### src/rtl/ic7483_pkg.sv
// Shared types and sizing helpers for the chunked sequential adder ic_7483_seq.
package ic7483_pkg;

  typedef enum logic [1:0] {
    IDLE = 2'd0,
    RUN  = 2'd1,
    DONE = 2'd2
  } state_e;

  function automatic int nchunk(input int width, input int chunk);
    return width / chunk;
  endfunction

  // A single-chunk configuration still needs a 1-bit index register.
  function automatic int idx_width(input int n);
    return (n <= 1) ? 1 : $clog2(n);
  endfunction

endpackage

### src/rtl/ic_7483_seq_chunk_adder.sv
// Combinational CHUNK-bit ripple adder slice; c_msb is the carry into the top bit.
module chunk_adder #(
  parameter int CHUNK = 4
) (
  input  logic [CHUNK-1:0] a,
  input  logic [CHUNK-1:0] b,
  input  logic             cin,
  output logic [CHUNK-1:0] s,
  output logic             cout,
  output logic             c_msb
);

  logic [CHUNK:0] c;

  always_comb begin
    c    = '0;
    s    = '0;
    c[0] = cin;
    for (int i = 0; i < CHUNK; i++) begin
      s[i]   = a[i] ^ b[i] ^ c[i];
      c[i+1] = (a[i] & b[i]) | (a[i] & c[i]) | (b[i] & c[i]);
    end
  end

  assign cout  = c[CHUNK];
  assign c_msb = c[CHUNK-1];

endmodule

### src/rtl/ic_7483_seq.sv
// Multi-cycle WIDTH-bit adder, CHUNK bits per clock, start/done handshake.
// Optional subtract port enabled by defining CHUNK_ADD_SUB_EN.
//
// state | meaning
// IDLE  | ready, waiting for start
// RUN   | one chunk added per clock
// DONE  | one-cycle result-valid pulse
module ic_7483_seq
  import ic7483_pkg::*;
#(
  parameter int WIDTH = 16,
  parameter int CHUNK = 4
) (
  input  logic             clk,
  input  logic             rst_n,
  input  logic             start,
  input  logic [WIDTH-1:0] A,
  input  logic [WIDTH-1:0] B,
  input  logic             C0,
`ifdef CHUNK_ADD_SUB_EN
  input  logic             sub,
`endif
  output logic             ready,
  output logic             busy,
  output logic             done,
  output logic [WIDTH-1:0] sum,
  output logic             Cout,
  output logic             ovf
);

  localparam int NCHUNK = nchunk(WIDTH, CHUNK);
  localparam int IDXW   = idx_width(NCHUNK);
  localparam logic [IDXW-1:0] IDX_LAST = IDXW'(NCHUNK - 1);

  state_e            state_q, state_d;
  logic [IDXW-1:0]   idx_q, idx_d;
  logic [WIDTH-1:0]  a_q, b_q;
  logic [WIDTH-1:0]  sum_q;
  logic              carry_q;
  logic              cout_q, ovf_q;

  logic [WIDTH-1:0]  b_in;
  logic              carry_in;
  logic              accept, last;
  logic [31:0]       base;
  logic [CHUNK-1:0]  slice_s;
  logic              slice_c, slice_cmsb;

`ifdef CHUNK_ADD_SUB_EN
  // Subtract as A + ~B + 1; inverting at capture keeps the RUN datapath add-only.
  assign b_in     = sub ? ~B : B;
  assign carry_in = sub | C0;
`else
  assign b_in     = B;
  assign carry_in = C0;
`endif

  assign accept = (state_q == IDLE) && start;
  assign last   = (idx_q == IDX_LAST);
  assign base   = 32'(idx_q) * CHUNK;

  chunk_adder #(.CHUNK(CHUNK)) u_slice (
    .a     (a_q[base +: CHUNK]),
    .b     (b_q[base +: CHUNK]),
    .cin   (carry_q),
    .s     (slice_s),
    .cout  (slice_c),
    .c_msb (slice_cmsb)
  );

  always_comb begin
    state_d = state_q;
    idx_d   = idx_q;
    case (state_q)
      IDLE: begin
        if (start) begin
          state_d = RUN;
          idx_d   = '0;
        end
      end
      RUN: begin
        if (last) begin
          state_d = DONE;
          idx_d   = '0;
        end else begin
          idx_d = idx_q + 1'b1;
        end
      end
      DONE:    state_d = IDLE;
      default: state_d = IDLE;
    endcase
  end

  always_ff @(posedge clk or negedge rst_n) begin
    if (!rst_n) begin
      state_q <= IDLE;
      idx_q   <= '0;
    end else begin
      state_q <= state_d;
      idx_q   <= idx_d;
    end
  end

  always_ff @(posedge clk or negedge rst_n) begin
    if (!rst_n) begin
      a_q     <= '0;
      b_q     <= '0;
      carry_q <= 1'b0;
      sum_q   <= '0;
      cout_q  <= 1'b0;
      ovf_q   <= 1'b0;
    end else if (accept) begin
      a_q     <= A;
      b_q     <= b_in;
      carry_q <= carry_in;
    end else if (state_q == RUN) begin
      sum_q[base +: CHUNK] <= slice_s;
      carry_q              <= slice_c;
      if (last) begin
        cout_q <= slice_c;
        ovf_q  <= slice_c ^ slice_cmsb;
      end
    end
  end

  assign ready = (state_q == IDLE);
  assign busy  = (state_q == RUN);
  assign done  = (state_q == DONE);
  assign sum   = sum_q;
  assign Cout  = cout_q;
  assign ovf   = ovf_q;

endmodule

### config.mk
export PLATFORM = sky130hd
export DESIGN_NAME = ic_7483_seq
export DESIGN_NICKNAME = d
export VERILOG_FILES = /design/src/rtl/ic7483_pkg.sv /design/src/rtl/ic_7483_seq_chunk_adder.sv /design/src/rtl/ic_7483_seq.sv
export SDC_FILE = /design/constraint.sdc
export NUM_CORES = 1
export LEC_CHECK = 0
export CAP_MARGIN = 10
export CELL_PAD_IN_SITES_DETAIL_PLACEMENT = 1
export CELL_PAD_IN_SITES_GLOBAL_PLACEMENT = 1
export CORE_ASPECT_RATIO = 1.4
export CORE_MARGIN = 2
export CORE_UTILIZATION = 54
export CTS_CLUSTER_DIAMETER = 80
export DETAILED_ROUTE_END_ITERATION = 8
export DONT_BUFFER_PORTS = 1
export GPL_TIMING_DRIVEN = 0
export PLACE_DENSITY = 0.87
export RECOVER_POWER = 100
export SLEW_MARGIN = 20
export SYNTH_ARGS = -nofsm -noshare
export SYNTH_HDL_FRONTEND = slang
export SYNTH_SLANG_ARGS = --single-unit
### constraint.sdc
create_clock -name clk -period 9.2 [get_ports clk]
set_clock_uncertainty 0.15 [all_clocks]
set_input_delay 1.84 -clock clk [delete_from_list [all_inputs] [get_ports clk]]
set_output_delay 1.84 -clock clk [all_outputs]
set_load 0.005 [all_outputs]
After elaboration in Yosys (flattened, before gate mapping)
Cells that the tools add are included.
- output and inout bits: 21
- bits in latches: 0
- logic and storage cells: 66
- ROM bits: 0
- memories: 0
- bits in writable memories: 0
- bits in registers: 55
- equality and inequality tests: 5
- bitwise operators: 30
- divide/modulo/power cells: 0
- reduce and logical (&&, ||, !) cells: 8
- $lt $le $gt $ge: 0
- multiplexer cells: 9
- multiply operators: 0
- add/subtract/negate cells: 2
- shift operators: 4
- operators with widths (kind ; count):
    4-bit negator with 34-bit output ; 1
    4-bit by 34-bit variable shift with 16-bit output (first input constant) ; 1
    4-bit by 34-bit indexed part select with 16-bit output ; 1
    16-bit by 5-bit indexed part select with 4-bit output ; 2
    16-bit bitwise mux ; 1
    1-bit bitwise AND ; 12
    1-bit bitwise XOR ; 9
    2-bit two-way mux ; 4
    1-bit bitwise OR ; 8
    2-bit case mux with 2 select lines ; 2
    2-bit AND reduction ; 3
    2-bit equality test (second input constant) ; 2
    2-bit nonzero test ; 2
    3-bit AND reduction ; 1
    2-bit by 1-bit adder with 2-bit output (second input constant) ; 1
    2-bit by 1-bit equality test with 1-bit output (second input constant) ; 1
    2-bit logical NOT ; 1
    1-bit two-way mux ; 2
    2-bit by 1-bit inequality test with 1-bit output (second input constant) ; 1
    2-bit inequality test (second input constant) ; 1
    1-bit logical AND ; 1
    1-bit inverter ; 1

Logic depth before layout (Yosys ltp)
- word-level depth: 15
- depth in mapped cells: 11
- mapped depth without buffers: 9

By module
From an unflattened synthesis, not the netlist that was laid out.
- cell total of the unflattened synthesis: 175
- area total of the unflattened synthesis: 2541.2 um^2
- by module, submodules not included (module ; instances ; cells each ; area an instance (um^2)):
    ic_7483_seq ; 1 ; 161 ; 2423.6
    chunk_adder ; 1 ; 14 ; 117.6

Worst setup path before layout
Ideal clock, no wire load.
- path type: register to register
- start: register idx_q[0]
- end: register sum_q[11], in the netlist sum[11]
- cell stages (with the launch flop): 12
- setup slack: 6125 ps
- data arrival time: 2829 ps
- data required time: 8954 ps
- cells stage by stage: dfrtp_1 > buf_4 > buf_6 > mux4_2 > fa_1 > inv_1 > fa_1 > fa_1 > inv_1 > fa_1 > inv_1 > o31ai_1
- word-level cells in the longest chain between the ends: 13
- ends and longest elaborated chain (element ; RTL line ; source):
    from (decl) ; ic_7483_seq.sv:36 ; logic [IDXW-1:0] idx_q, idx_d;
    from (signal assigned) ; ic_7483_seq.sv:100 ; idx_q <= idx_d;
    16-bit by 5-bit indexed part select with 4-bit output (on tied branches) ; ic_7483_seq.sv:63, ic_7483_seq.sv:64 ;
    1-bit bitwise AND ; ic_7483_seq_chunk_adder.sv:21 ; c[i+1] = (a[i] & b[i]) | (a[i] & c[i]) | (b[i] & c[i]);
    1-bit bitwise OR (2 in a row) ; ic_7483_seq_chunk_adder.sv:21 ;
    1-bit bitwise AND ; ic_7483_seq_chunk_adder.sv:21 ;
    1-bit bitwise OR (2 in a row) ; ic_7483_seq_chunk_adder.sv:21 ;
    1-bit bitwise AND ; ic_7483_seq_chunk_adder.sv:21 ;
    1-bit bitwise OR (2 in a row) ; ic_7483_seq_chunk_adder.sv:21 ;
    1-bit bitwise XOR ; ic_7483_seq_chunk_adder.sv:20 ; s[i] = a[i] ^ b[i] ^ c[i];
    4-bit by 34-bit indexed part select with 16-bit output ; ic_7483_seq.sv:117 ; sum_q[base +: CHUNK] <= slice_s;
    16-bit bitwise mux (*) ; ic_7483_seq.sv:117 ;
    to (signal, indexed assignment) ; ic_7483_seq.sv:117 ;
    to (decl) ; ic_7483_seq.sv:38 ; logic [WIDTH-1:0] sum_q;
Every way passes the cells marked *; elsewhere a longest branch is shown, timed or not.
A chain may end at the register's enable or synchronous reset.

Final worst setup path
- start: register idx_q[0]
- end: register sum_q[7], in the netlist sum[7]
The elaborated chain is that of the path after synthesis.

==> run summary <==
The run finished with clean final reports. At the end of routability-driven placement, the weighted congestion stood at 0.750. The count of distinct cell types in the synthesized netlist is 30. For this run, the leading register cell type out of synthesis is sky130_fd_sc_hd__dfrtp_1. The total of flip-flops plus latches after synthesis came out at 55. The depth of the worst register-to-register path came out at 11. The proportion of netlist area held by the largest area contributor came out at 52.6%.

The maximum clock frequency came out at 0.235 GHz. The I/O pin count is 57. In this run the power spent charging and discharging nets is 0.476 mW. STA classifies the critical path endpoint as a flip-flop. The share of total power dissipated in sequential elements is 36.2%. The worst setup path is of the flip-flop to flip-flop kind. The layout has 494 filler cells.

Sorting the synthesized cells by how often they occur yields sky130_fd_sc_hd__dfrtp_1 (55), sky130_fd_sc_hd__mux2_2 (31), sky130_fd_sc_hd__nand2_1 (19). No sink is reached through more buffers than the 2 on the longest clock path. The number of hold-repair buffers added at the cts stage came out at 0. The number of cells on the worst hold path is 1. Buffers inserted during clock tree synthesis total 5. The initial antenna violation count came out at 0. The clock sink count is 55. The antenna diode count came out at 0. The pre-antenna-repair detailed-routing pass consisted of 4 iterations. The total overflow left after global routing is 0. In this run the power density over the cells is 427 nW/um^2. A synthesized cell averages 13.8 um^2. The setup check on the worst reg-to-reg path leaves a slack of 4950 ps. The number of setup buffers added after CTS is 0. Setup repair after global routing left no endpoint under its margin. The average wire per standard cell came out at 21.2 um. The setup TNS after final layout is 0 ps. The worst register-to-register path ends at sum[7]. The total of warnings raised by yosys came out at 0. The cell count after synthesis is 189. The multi-input gate area in the final layout came out at 1100 um^2.

The number of H-tree branching levels came out at 2. The number of nets in the final layout is 242. IR analysis of the VDD net gives a maximum drop of 0.233 mV.

Clock-pin slew was measured on the worst setup and hold paths at 100 ps. The async set-or-reset flop fraction in the synthesized netlist is 100%. Cell internal power was estimated by the tool at 0.704 mW. In this run the cell area of the synthesized design comes to 2620 um^2. The count of nets left with antenna violations after detail routing came out at 0. For this run, the total global-route usage over all layers was measured as 22.0%. The worst slew slack as a fraction of its limit came out at 16.1%.

The startpoint identified for the worst hold timing path is b_q[8]. Input and output buffers added on the ports amount to 0. The worst path required time is 9270 ps. After detailed routing, the number of vias per cell comes to 5.79. The leakage power total is 1.21 nW.

The post-route DRC violation count came out at 0. Timing analysis after detailed placement gives a worst setup slack of 5670 ps. After synthesis, the cell types taking the most area are sky130_fd_sc_hd__dfrtp_1 (53%), sky130_fd_sc_hd__mux2_2 (13%), sky130_fd_sc_hd__mux4_2 (6.9%), sky130_fd_sc_hd__fa_1 (3.1%), sky130_fd_sc_hd__ha_1 (2.9%). The worst register-to-register path begins at idx_q[0].

The CTS tree is built. The largest net degree at the start of global routing is 56. The switching share of power came out at 40.4%. The die covers 5420 um^2.

The number of slew-limit violations in the final report is 0. The placeable core area came out at 4770 um^2. The worst setup path is launched from a flip-flop. The worst path arrival time is 4320 ps. Measured along the y axis, the die boundary spans 86.3 um. The share of total power dissipated in combinational logic is 49.9%.

The minimum clock period came out at 4250 ps. For this configuration, the core starts out at a cell density of 54.9%. The first-pass GRT wire length is 8890 um.

Row generation in the floorplan step produced 30 rows. The worst min-delay path class is flip-flop to flip-flop. Synthesis produced a netlist with a net count of 235. The final critical path takes up 46.2% of the cycle. The total vias in the final route is 1512. In this run the horizontal extent of the chip is 62.8 um. The number of flops mapped to enable cells by yosys came out at 0.

The final count of hold timing violations is 0. For the pin with the worst max-slew slack, the measured transition is 1260 ps. In this run the clock root is driven by a sky130_fd_sc_hd__clkbuf_8.

The portion of the post-synthesis area used by sequential elements is 52.6%. Max-cap violations in this run came to 0. Of all cell types, the one taking the most synthesized area is sky130_fd_sc_hd__dfrtp_1.

The final wirelength is 5530 um. The share of total power dissipated in the clock network is 13.9%. The latest clock arrival within the worst-skew pair came out at 320 ps. The area used by sequential logic in the layout came out at 1380 um^2. Yosys instantiated no cell more often than sky130_fd_sc_hd__dfrtp_1.

The final HPWL from detailed placement is 4140 um. The post-cts sizing count is 0. For this block, the initial DRC count from the detailed router was 97. The minimum setup slack in the final design is 4950 ps.

From synthesis to final layout, the design area changed by 5.65%. The share of post-route cells with drive strength above 1 is 26.9%. The number of global-route vias before repair is 1736. The maximum fanout count along the critical path is 10. The final-report setup violation count is 0. The destination of the worst hold path is b_q[8].
-- power groups by stage --
stage               clock network (mW)  registers [mW]  logic (mW)
floorplan                            0           0.407       0.463
global placement                     0           0.423       0.577
detailed placement                   0           0.437       0.607
CTS                              0.166           0.433       0.615
global route                     0.177           0.442       0.660
finish                           0.164           0.427       0.589
-- how the worst max path moves through the flow --
stage,from,depth (start not counted),endpoint
after detailed placement,idx_q[0],11,sum[7]
after CTS,idx_q[0],11,sum[7]
final,idx_q[0],11,sum[7]
after global routing,idx_q[0],11,sum[7]
after floorplan,idx_q[0],11,sum[11]
after global placement,idx_q[0],11,sum[11]
-- worst max-delay path, cell delays in order (launching register included) --
cell                       delay (ps)
sky130_fd_sc_hd__dfrtp_1          440
sky130_fd_sc_hd__clkbuf_1         570
sky130_fd_sc_hd__clkbuf_1         510
sky130_fd_sc_hd__mux4_2           600
sky130_fd_sc_hd__fa_1             400
sky130_fd_sc_hd__inv_1             70
sky130_fd_sc_hd__fa_1             190
sky130_fd_sc_hd__fa_1             240
sky130_fd_sc_hd__inv_1             70
sky130_fd_sc_hd__fa_1             560
sky130_fd_sc_hd__inv_1             80
sky130_fd_sc_hd__o31ai_1          260
-- sequential cells by signal, summed over array words and instances (netlist names) --
| name | count |
|---|---|
| b_q | 16 |
| ovf | 1 |
| state_q | 2 |
| sum | 16 |
| Cout | 1 |
| a_q | 16 |
| carry_q | 1 |
| idx_q | 2 |
-- logic make-up after synthesis --
logic type,synth area share (%)
muxes,21.1
AOI/OAI and AO/OA,6.32
adders and majority gates,5.93
buffers and inverters,4.69
xor gates and xnor gates,0.335
DFF,52.6
and+or+nand+nor,9.00
-- cells in the final DEF, fill, tap and decap left out, types with 2 or more instances in the layout --
master / n
sky130_fd_sc_hd__fa_1: 4
sky130_fd_sc_hd__nand3b_4: 2
sky130_fd_sc_hd__inv_1: 13
sky130_fd_sc_hd__dfrtp_1: 55
sky130_fd_sc_hd__nand2_1: 19
sky130_fd_sc_hd__nor2_1: 3
sky130_fd_sc_hd__clkbuf_8: 5
sky130_fd_sc_hd__ha_1: 6
sky130_fd_sc_hd__o21ai_0: 5
sky130_fd_sc_hd__mux4_2: 8
sky130_fd_sc_hd__nand3b_1: 4
sky130_fd_sc_hd__mux2_1: 2
sky130_fd_sc_hd__o31ai_1: 9
sky130_fd_sc_hd__clkbuf_1: 7
sky130_fd_sc_hd__a22o_1: 3
sky130_fd_sc_hd__o41ai_1: 3
sky130_fd_sc_hd__mux2_2: 31
sky130_fd_sc_hd__nor3b_1: 2
sky130_fd_sc_hd__buf_2: 2
sky130_fd_sc_hd__nand2b_1: 3
-- through the flow --
stage | utilization [%] | std cells | cell area (um^2) | hold slack, ps | power, mW
6_report | 58.0 | 261 | 2760 | 353 | 1.18
4_1_cts | 59.0 | 261 | 2810 | 357 | 1.21
3_5_place_dp | 56.5 | 253 | 2700 | 328 | 1.04
2_1_floorplan | - | 189 | 2620 | 302 | 0.870
3_3_place_gp | 56.5 | 253 | 2700 | 315 | 0.999
5_1_grt | 58.0 | 261 | 2760 | 373 | 1.28
-- metal layers --
metal	vias to the layer above	track usage [%]	part of all wire, %
met5	-	0	0
met4	0	6.26	1.3
met3	8	6.62	6.1
met2	43	42.3	58
met1	779	23.1	34
li1	682	-	-
-- cell type report --
| cell class | instances | area share [%] |
|---|---|---|
| flip-flops and latches | 55 | 49.8 |
| multi-input cells | 112 | 40.0 |
| well taps | 64 | 2.90 |
| clock buffers | 5 | 2.49 |
| inverters | 13 | 1.77 |
| clock inverters | 3 | 1.72 |
| plain buffers | 9 | 1.31 |
No activity file was read; power rests on OpenSTA's default activity.
